--- src/rtl/spi_slave_pkg.sv ---
// Shared constants and mode decode helpers for the SPI byte slave.
package spi_slave_pkg;

  localparam int unsigned SPI_MODE0  = 0;
  localparam int unsigned SPI_MODE1  = 1;
  localparam int unsigned SPI_MODE2  = 2;
  localparam int unsigned SPI_MODE3  = 3;

  localparam int unsigned BYTE_W     = 8;
  localparam int unsigned BIT_CNT_W  = 3;
  localparam int unsigned SYNC_DEPTH = 2;

  function automatic logic mode_cpol(input int unsigned mode);
    return mode[1];
  endfunction

  function automatic logic mode_cpha(input int unsigned mode);
    return mode[0];
  endfunction

endpackage

--- src/rtl/spi_sync_2ff.sv ---
// Single-bit flop synchroniser for an asynchronous pin; reset value is configurable so the
// idle level of the pin can be matched.
module spi_sync_2ff
  import spi_slave_pkg::*;
#(
  parameter logic RESET_VAL = 1'b0
) (
  input  logic i_Clk,
  input  logic i_Rst_L,
  input  logic i_D,
  output logic o_Q
);

  logic [SYNC_DEPTH-1:0] r_sync;

  always_ff @(posedge i_Clk or negedge i_Rst_L) begin
    if (!i_Rst_L) begin
      r_sync <= {SYNC_DEPTH{RESET_VAL}};
    end else begin
      r_sync <= {r_sync[SYNC_DEPTH-2:0], i_D};
    end
  end

  assign o_Q = r_sync[SYNC_DEPTH-1];

endmodule

--- src/rtl/spi_byte_slave.sv ---
// Oversampled byte-wide SPI slave (MSB first), all logic on i_Clk.
// Define SPI_MISO_TRISTATE_EN to float MISO while not selected.
module spi_byte_slave
  import spi_slave_pkg::*;
#(
  parameter int unsigned SPI_MODE = SPI_MODE0
) (
  input  logic              i_Clk,
  input  logic              i_Rst_L,
  output logic              o_RX_DV,
  output logic [BYTE_W-1:0] o_RX_Byte,
  input  logic              i_TX_DV,
  input  logic [BYTE_W-1:0] i_TX_Byte,
  input  logic              i_SPI_Clk,
  output logic              o_SPI_MISO,
  input  logic              i_SPI_MOSI,
  input  logic              i_SPI_CS_n
);

  localparam logic CPOL = mode_cpol(SPI_MODE);
  localparam logic CPHA = mode_cpha(SPI_MODE);

  logic w_sck, w_mosi, w_cs_n;

  spi_sync_2ff #(.RESET_VAL(CPOL)) u_sync_sck (
    .i_Clk   (i_Clk),
    .i_Rst_L (i_Rst_L),
    .i_D     (i_SPI_Clk),
    .o_Q     (w_sck)
  );

  spi_sync_2ff #(.RESET_VAL(1'b0)) u_sync_mosi (
    .i_Clk   (i_Clk),
    .i_Rst_L (i_Rst_L),
    .i_D     (i_SPI_MOSI),
    .o_Q     (w_mosi)
  );

  // CS_n resets low so a pin already low at reset release never looks like a falling edge.
  spi_sync_2ff #(.RESET_VAL(1'b0)) u_sync_cs (
    .i_Clk   (i_Clk),
    .i_Rst_L (i_Rst_L),
    .i_D     (i_SPI_CS_n),
    .o_Q     (w_cs_n)
  );

  logic                 r_sck_q, r_cs_q, r_active, r_skip, r_miso;
  logic [BIT_CNT_W-1:0] r_bit_cnt;
  logic [BYTE_W-2:0]    r_rx_shift;
  logic [BYTE_W-1:0]    r_tx_hold, r_tx_shift;

  logic w_sck_rise, w_sck_fall, w_lead, w_trail, w_sel, w_sample, w_shift;
  logic w_cs_fall, w_wrap, w_frame_start, w_miso_bit;
  logic [BYTE_W-1:0] w_tx_next;

  assign w_sck_rise    = w_sck & ~r_sck_q;
  assign w_sck_fall    = ~w_sck & r_sck_q;
  assign w_lead        = CPOL ? w_sck_fall : w_sck_rise;
  assign w_trail       = CPOL ? w_sck_rise : w_sck_fall;
  assign w_sel         = r_active & ~w_cs_n;
  assign w_sample      = w_sel & (CPHA ? w_trail : w_lead);
  assign w_shift       = w_sel & (CPHA ? w_lead : w_trail);
  assign w_cs_fall     = r_cs_q & ~w_cs_n;
  assign w_wrap        = w_sample & (r_bit_cnt == '1);
  assign w_frame_start = w_cs_fall | w_wrap;
  assign w_tx_next     = i_TX_DV ? i_TX_Byte : r_tx_hold;
  assign w_miso_bit    = CPHA ? r_miso : r_tx_shift[BYTE_W-1];

  always_ff @(posedge i_Clk or negedge i_Rst_L) begin
    if (!i_Rst_L) begin
      r_sck_q  <= CPOL;
      r_cs_q   <= 1'b0;
      r_active <= 1'b0;
    end else begin
      r_sck_q <= w_sck;
      r_cs_q  <= w_cs_n;
      if (w_cs_n) begin
        r_active <= 1'b0;
      end else if (w_cs_fall) begin
        r_active <= 1'b1;
      end
    end
  end

  always_ff @(posedge i_Clk or negedge i_Rst_L) begin
    if (!i_Rst_L) begin
      r_bit_cnt  <= '0;
      r_rx_shift <= '0;
      o_RX_DV    <= 1'b0;
      o_RX_Byte  <= '0;
    end else begin
      o_RX_DV <= w_wrap;
      if (!w_sel) begin
        r_bit_cnt <= '0;
      end else if (w_sample) begin
        r_bit_cnt  <= r_bit_cnt + 1'b1;
        r_rx_shift <= {r_rx_shift[BYTE_W-3:0], w_mosi};
      end
      if (w_wrap) begin
        o_RX_Byte <= {r_rx_shift, w_mosi};
      end
    end
  end

  // With CPHA=0 the wrap reload lands on the 8th leading edge, so the trailing edge that
  // follows must not shift the freshly loaded byte.
  always_ff @(posedge i_Clk or negedge i_Rst_L) begin
    if (!i_Rst_L) begin
      r_tx_hold  <= '0;
      r_tx_shift <= '0;
      r_skip     <= 1'b0;
      r_miso     <= 1'b1;
    end else begin
      if (i_TX_DV) begin
        r_tx_hold <= i_TX_Byte;
      end
      if (w_frame_start) begin
        r_tx_shift <= w_tx_next;
      end else if (w_shift && !r_skip) begin
        r_tx_shift <= {r_tx_shift[BYTE_W-2:0], 1'b0};
      end
      if (w_wrap) begin
        r_skip <= ~CPHA;
      end else if (w_shift || !w_sel) begin
        r_skip <= 1'b0;
      end
      if (CPHA && w_shift) begin
        r_miso <= r_tx_shift[BYTE_W-1];
      end
    end
  end

`ifdef SPI_MISO_TRISTATE_EN
  assign o_SPI_MISO = w_sel ? w_miso_bit : 1'bz;
`else
  assign o_SPI_MISO = w_sel ? w_miso_bit : 1'b1;
`endif

endmodule

--- config.mk ---
export PLATFORM = sky130hd
export DESIGN_NAME = spi_byte_slave
export DESIGN_NICKNAME = d
export VERILOG_FILES = /design/src/rtl/spi_slave_pkg.sv /design/src/rtl/spi_sync_2ff.sv /design/src/rtl/spi_byte_slave.sv
export SDC_FILE = /design/constraint.sdc
export NUM_CORES = 1
export LEC_CHECK = 0
export BUFFER_PORTS_ARGS = -buffer_cell sky130_fd_sc_hd__buf_2
export CORE_UTILIZATION = 31
export DETAILED_ROUTE_END_ITERATION = 8
export PLACE_DENSITY = 0.59
export SLEW_MARGIN = 20
export SYNTH_ARGS = -nofsm -noshare
export SYNTH_HDL_FRONTEND = slang
export SYNTH_SLANG_ARGS = --single-unit
--- constraint.sdc ---
create_clock -name i_Clk -period 2.4 [get_ports i_Clk]
set_clock_uncertainty 0.1 [all_clocks]
set_input_delay 0.24 -clock i_Clk [delete_from_list [all_inputs] [get_ports i_Clk]]
set_output_delay 0.24 -clock i_Clk [all_outputs]
set_load 0.05 [all_outputs]
### Yosys cells after proc, flatten, opt, wreduce, memory -nomap -nowiden

Index checks and enable logic that the tools add are counted.

* register bits after elaboration: 45
* logic and storage cells: 45

* add/subtract/negate cells: 1
* equality and inequality tests: 2
* muxes and demuxes: 10
* bitwise gates (word level): 11
* reduce and logical (&&, ||, !) cells: 8

Operator list (number)
* two-way mux 8 bit: 3
* AND 1 bit: 7
* two-way mux 3 bit: 2
* nonzero test 2 bit: 3
* two-way mux 1 bit: 5
* adder 3 x 1 -> 3 bit, second input constant: 1
* equality test 3 bit, second input constant: 1
* NOT 1 bit: 3
* logical NOT 1 bit: 2
* inequality test 2 x 1 -> 1 bit, second input constant: 1
* AND reduction 2 bit: 1
* logical AND 1 bit: 1
* logical OR 1 bit: 1
* bitwise OR 1 bit: 1

### Logic depth before layout (Yosys ltp)

* depth after elaboration: 6
* mapped depth: 5
* mapped depth without buffers: 5

### By module

From an unflattened synthesis, not the netlist that was laid out.

* cell total of the unflattened synthesis: 128
* area, all modules: 1795.5 um2

Modules (own cells, without submodules)
* spi_byte_slave: times used 1, cells each 122, area each 1645.3 um2
* spi_sync_2ff: times used 3, cells each 2, area each 50.0 um2

### Worst setup path before layout

No wires, ideal clock.

* path kind: register to register
* from: register r_bit_cnt[0]
* to: register r_tx_shift[0]
* arrival time: 1.511 ns
* required time: 2.172 ns
* path slack: 0.661 ns
* cell stages (with the launch flop): 6
* path buffers: 0
* cell sequence: dfrtp_1 -> ha_1 -> ha_1 -> nand4b_4 -> a21o_1 -> mux2_1

* cells in the longest elaborated chain, start to end: 4
* elaborated cells between the ends (all ways): 5
* classes of those cells: eq/ne (1); mux (1); bitwise (2); reduce/logical (1)

Ends and longest elaborated chain
* start: declaration: RTL line spi_byte_slave.sv:48 `logic [BIT_CNT_W-1:0] r_bit_cnt;`
* start signal: assignment: RTL line spi_byte_slave.sv:96 `r_bit_cnt <= r_bit_cnt + 1'b1;`
* equality test 3 bit *: RTL line spi_byte_slave.sv:64 `assign w_wrap = w_sample & (r_bit_cnt == '1);`
* AND 1 bit *: RTL line spi_byte_slave.sv:64
* bitwise OR 1 bit *: RTL line spi_byte_slave.sv:65 `assign w_frame_start = w_cs_fall | w_wrap;`
* two-way mux 8 bit / nonzero test 2 bit (equally long branches)
* end signal: assignment: RTL line spi_byte_slave.sv:118 `r_tx_shift <= w_tx_next;`
* end signal: assignment: RTL line spi_byte_slave.sv:120 `r_tx_shift <= {r_tx_shift[BYTE_W-2:0], 1'b0};`
* end: declaration: RTL line spi_byte_slave.sv:50 `logic [BYTE_W-1:0] r_tx_hold, r_tx_shift;`

Every way passes the cells marked *; elsewhere a longest branch is shown, timed or not.
A chain may end at the register's enable or synchronous reset.

### Final worst setup path

* from: register u_sync_cs.r_sync[1]
* to: output port o_SPI_MISO

* cells in the longest elaborated chain, start to end: 3

Ends and longest elaborated chain
* start: declaration: RTL line spi_sync_2ff.sv:14 `logic [SYNC_DEPTH-1:0] r_sync;`
* start signal: assignment: RTL line spi_sync_2ff.sv:18 `r_sync <= {SYNC_DEPTH{RESET_VAL}};`
* start signal: assignment: RTL line spi_sync_2ff.sv:20 `r_sync <= {r_sync[SYNC_DEPTH-2:0], i_D};`
* NOT 1 bit: RTL line spi_byte_slave.sv:60 `assign w_sel = r_active & ~w_cs_n;`
* AND 1 bit: RTL line spi_byte_slave.sv:60
* two-way mux 1 bit: RTL line spi_byte_slave.sv:136 `assign o_SPI_MISO = w_sel ? w_miso_bit : 1'b1;`
* end: declaration: RTL line spi_byte_slave.sv:15 `output logic o_SPI_MISO,`

No other way between the ends.

==> impl_metrics.yaml <==
status:
  status: "finished, final reports clean"
placement:
  gp_congestion: 0.757
  portBuffers: 23
  dp_hpwl_mm: 2.12
routing:
  drc: 0
  dr.pass1.iters: 4
  viasPerCell: 4.79
  finalWirelength_mm: 3.09
  drtAntennaViolNets: 0
  routedWlPerCell_um: 13.4
  first_iter_violations: 162
  via_count: 1106
power_and_ir_drop:
  p_leak_nw: 1.03
  power_mw: 1.45
  p_per_area_nw_per_um2: 688
  vdd_ir_drop_max_mv: 0.322
logic_synthesis:
  synth-compound-area-share_pct: 8.92
  yosysWarnings: 0
  syn_inst: 128
  async_reset_ff_share_pct: 100
  synth_xor_area_share_pct: 0.488
  synth-seq-area-share_pct: 62.7
  synth-edff-count: 0
  synth.area.mux_share_pct: 16.2
  syn_area_per_cell_um2: 14.0
  synth_top_family_by_area: "multiplexers"
  synth-seq-cells: 45
  yosys.area_share.simple_pct: 8.08
  syn-num-nets: 144
  yosys.area_share.adder_pct: 1.39
  synth_area_um2: 1800
  ys.flop_type: "dfrtp_1"
  synth_cell_types: 26
worst_setup_path:
  reg2reg_depth: 5
  path_delay_family: "simple AND/OR/NAND/NOR gates"
  cp.arrival_ps: 1630
  critical_path.startpoint_type: "register"
  cp_num_buf_inv: 1
  r2r_end: "r_tx_shift[0]"
  path_class: "reg -> out"
  r2r_setup_slack_ps: 500
  cp_slowest_stage_delay_ps: 520
  required_ps: 2060
  path_max_fanout: 14
  rr_startpoint: "r_bit_cnt[0]"
  path_cells: "nand2b_1 -> or2_2 -> buf_2"
  worst_path_max_delay_cell: "dfrtp_1"
  worstSetupEndpointType: "primary output"
global_routing:
  antenna_found_initial: 0
  grt_pass1_vias: 1240
  grt_util_all_layers_pct: 12.0
  grt_pass1_wl_mm: 5.62
  grt_max_degree: 46
  grt_overflow_total: 0
timing:
  fin_crit_ps: 1970
  tightest_slew_ps: 557
  slew_violations: 0
  timing.fmax_mhz: 509
  final.period_utilization_pct: 81.9
  rsz0062_at_grt: "no"
  fin_setup_tns_ps: 0
  hold_viol_final: 0
  setup_violations: 0
  relSlewSlack_pct: 62.8
min_path:
  min_path_cells: 2
  hold_start: "i_TX_Byte[4]"
  hold_class: "in -> reg"
  hold_path_end: "r_tx_hold[4]"
clocking:
  clk_path_buf_depth: 2
  cts.clk_slew.worst_paths_ps: 90
  clock_latency_ps: 310
  cts_tree: "built"
  clockRootBuffer: "clkbuf_8"
  htreeDepth: 2
  cts_buffers: 5
  cts_setup_buffers: 0
  clock-sinks: 45
floorplanning:
  die_x_um: 78.1
  dieHeight_um: 78.1
  start_util_pct: 32.4
  rows: 27
  core_area_um2: 5540
  ios: 24
  die-area_um2: 6100
finish:
  syn2layout_area_growth_pct: 17.7
  multiInputGateArea_um2: 629
  drive_above_1_share_pct: 36.5
  area.sequential_um2: 1130
  diodes: 0
  nNetsFinal: 174
  fillerInstances: 557
  final_util_pct: 38.1
run:
  maxCapViolCount: 0
-- routing by layer --
layer  global-route usage [%]  up-vias  part of all wire, %
met5                        0        -                    0
met4                     7.41        0                  2.7
met3                     3.72        8                  5.7
met2                     19.4       27                   49
met1                     13.8      547                   43
li1                         -      524                    -
-- repair_timing --
action,CTS,global route
setup endpoints to repair,0,0
hold endpoints to repair,3,45
gates resized for setup,0,0
hold buffers,3,1
-- cell usage after synthesis, types with 2 or more instances --
cell type,instances,area share [%]
dfrtp_1,45,63
mux2_2,23,14
a211oi_1,7,2.9
a31oi_1,7,2.4
nand3_1,7,2.0
o21ai_0,7,2.0
nor2_1,6,1.3
inv_1,3,0.63
buf_2,2,0.56
clkbuf_1,2,0.42
ha_1,2,1.4
mux2i_1,2,1.1
nand2b_1,2,0.70
-- layout make-up --
| class | instances | area share, % |
|---|---|---|
| multi-input combinational | 75 | 29.8 |
| timing repair buffer | 28 | 7.82 |
| sequential | 45 | 53.3 |
| inverter | 3 | 0.533 |
| clock inverter | 3 | 1.07 |
| clock buffer | 5 | 3.26 |
| tap | 72 | 4.26 |
-- report_power, final --
group / total (mW) / internal [mW] / switching (mW)
combinational: 0.127 / 0.0661 / 0.0613
sequential: 0.860 / 0.821 / 0.0391
clock: 0.467 / 0.206 / 0.260
total: 1.45 / 1.09 / 0.361
-- cell families (layout without fill, tap and decap cells) --
family | after synthesis | in the layout
AND/OR/NAND/NOR | 21 | 21
multiplexers | 26 | 26
adder cells (fa/ha/maj) | 2 | 2
XOR/XNOR | 1 | 1
buffers and inverters | 8 | 39
AO/OA/AOI/OAI | 25 | 25
flip-flops | 45 | 45
-- through the flow --
stage	instance area, um2	hold slack (ps)	worst slack, ps	cells
finish	2110	87.7	435	231
CTS	2100	13.9	395	230
global placement	1980	236	597	219
global route	2110	87.1	311	231
detailed placement	1980	245	518	219
floorplan	1800	-156	661	128
-- registers in the layout, indices dropped and copies added (netlist names) --
name                flops
r_rx_shift              7
u_sync_cs.r_sync        2
u_sync_mosi.r_sync      2
r_sck_q                 1
r_tx_hold               8
r_skip                  1
o_RX_DV                 1
r_bit_cnt               3
o_RX_Byte               8
r_cs_q                  1
u_sync_sck.r_sync       2
r_active                1
r_tx_shift              8
-- worst max path at each step --
stage / start / end / slack, ps / cells after the start
finish: u_sync_cs.r_sync[1] / o_SPI_MISO / 430 / 3
global route: u_sync_cs.r_sync[1] / o_SPI_MISO / 310 / 3
CTS: u_sync_cs.r_sync[1] / o_SPI_MISO / 400 / 3
detailed placement: r_bit_cnt[0] / r_tx_shift[0] / 520 / 5
global placement: r_bit_cnt[0] / r_tx_shift[0] / 600 / 5
floorplan: r_bit_cnt[0] / r_tx_shift[0] / 660 / 5
-- layout by cell type, fill, tap and decap left out --
cell           instances
a21oi_1                1
clkinv_4               2
or2_2                  1
nor4bb_1               1
and4bb_1               1
a211oi_1               7
dfrtp_1               45
clkbuf_8               5
nand3_1                7
nand2_4                1
nand4b_4               1
a21o_1                 1
mux2_1                 1
dlygate4sd3_1          4
inv_1                  3
o21ai_0                7
a31oi_1                7
buf_2                 22
clkinv_2               1
a2bb2oi_1              1
mux2i_1                2
nand4bb_1              1
buf_4                  2
nor2_1                 6
a21boi_1               1
xor2_1                 1
nand2b_1               2
ha_1                   2
mux2_2                23
(Power assumes the default switching activity.)
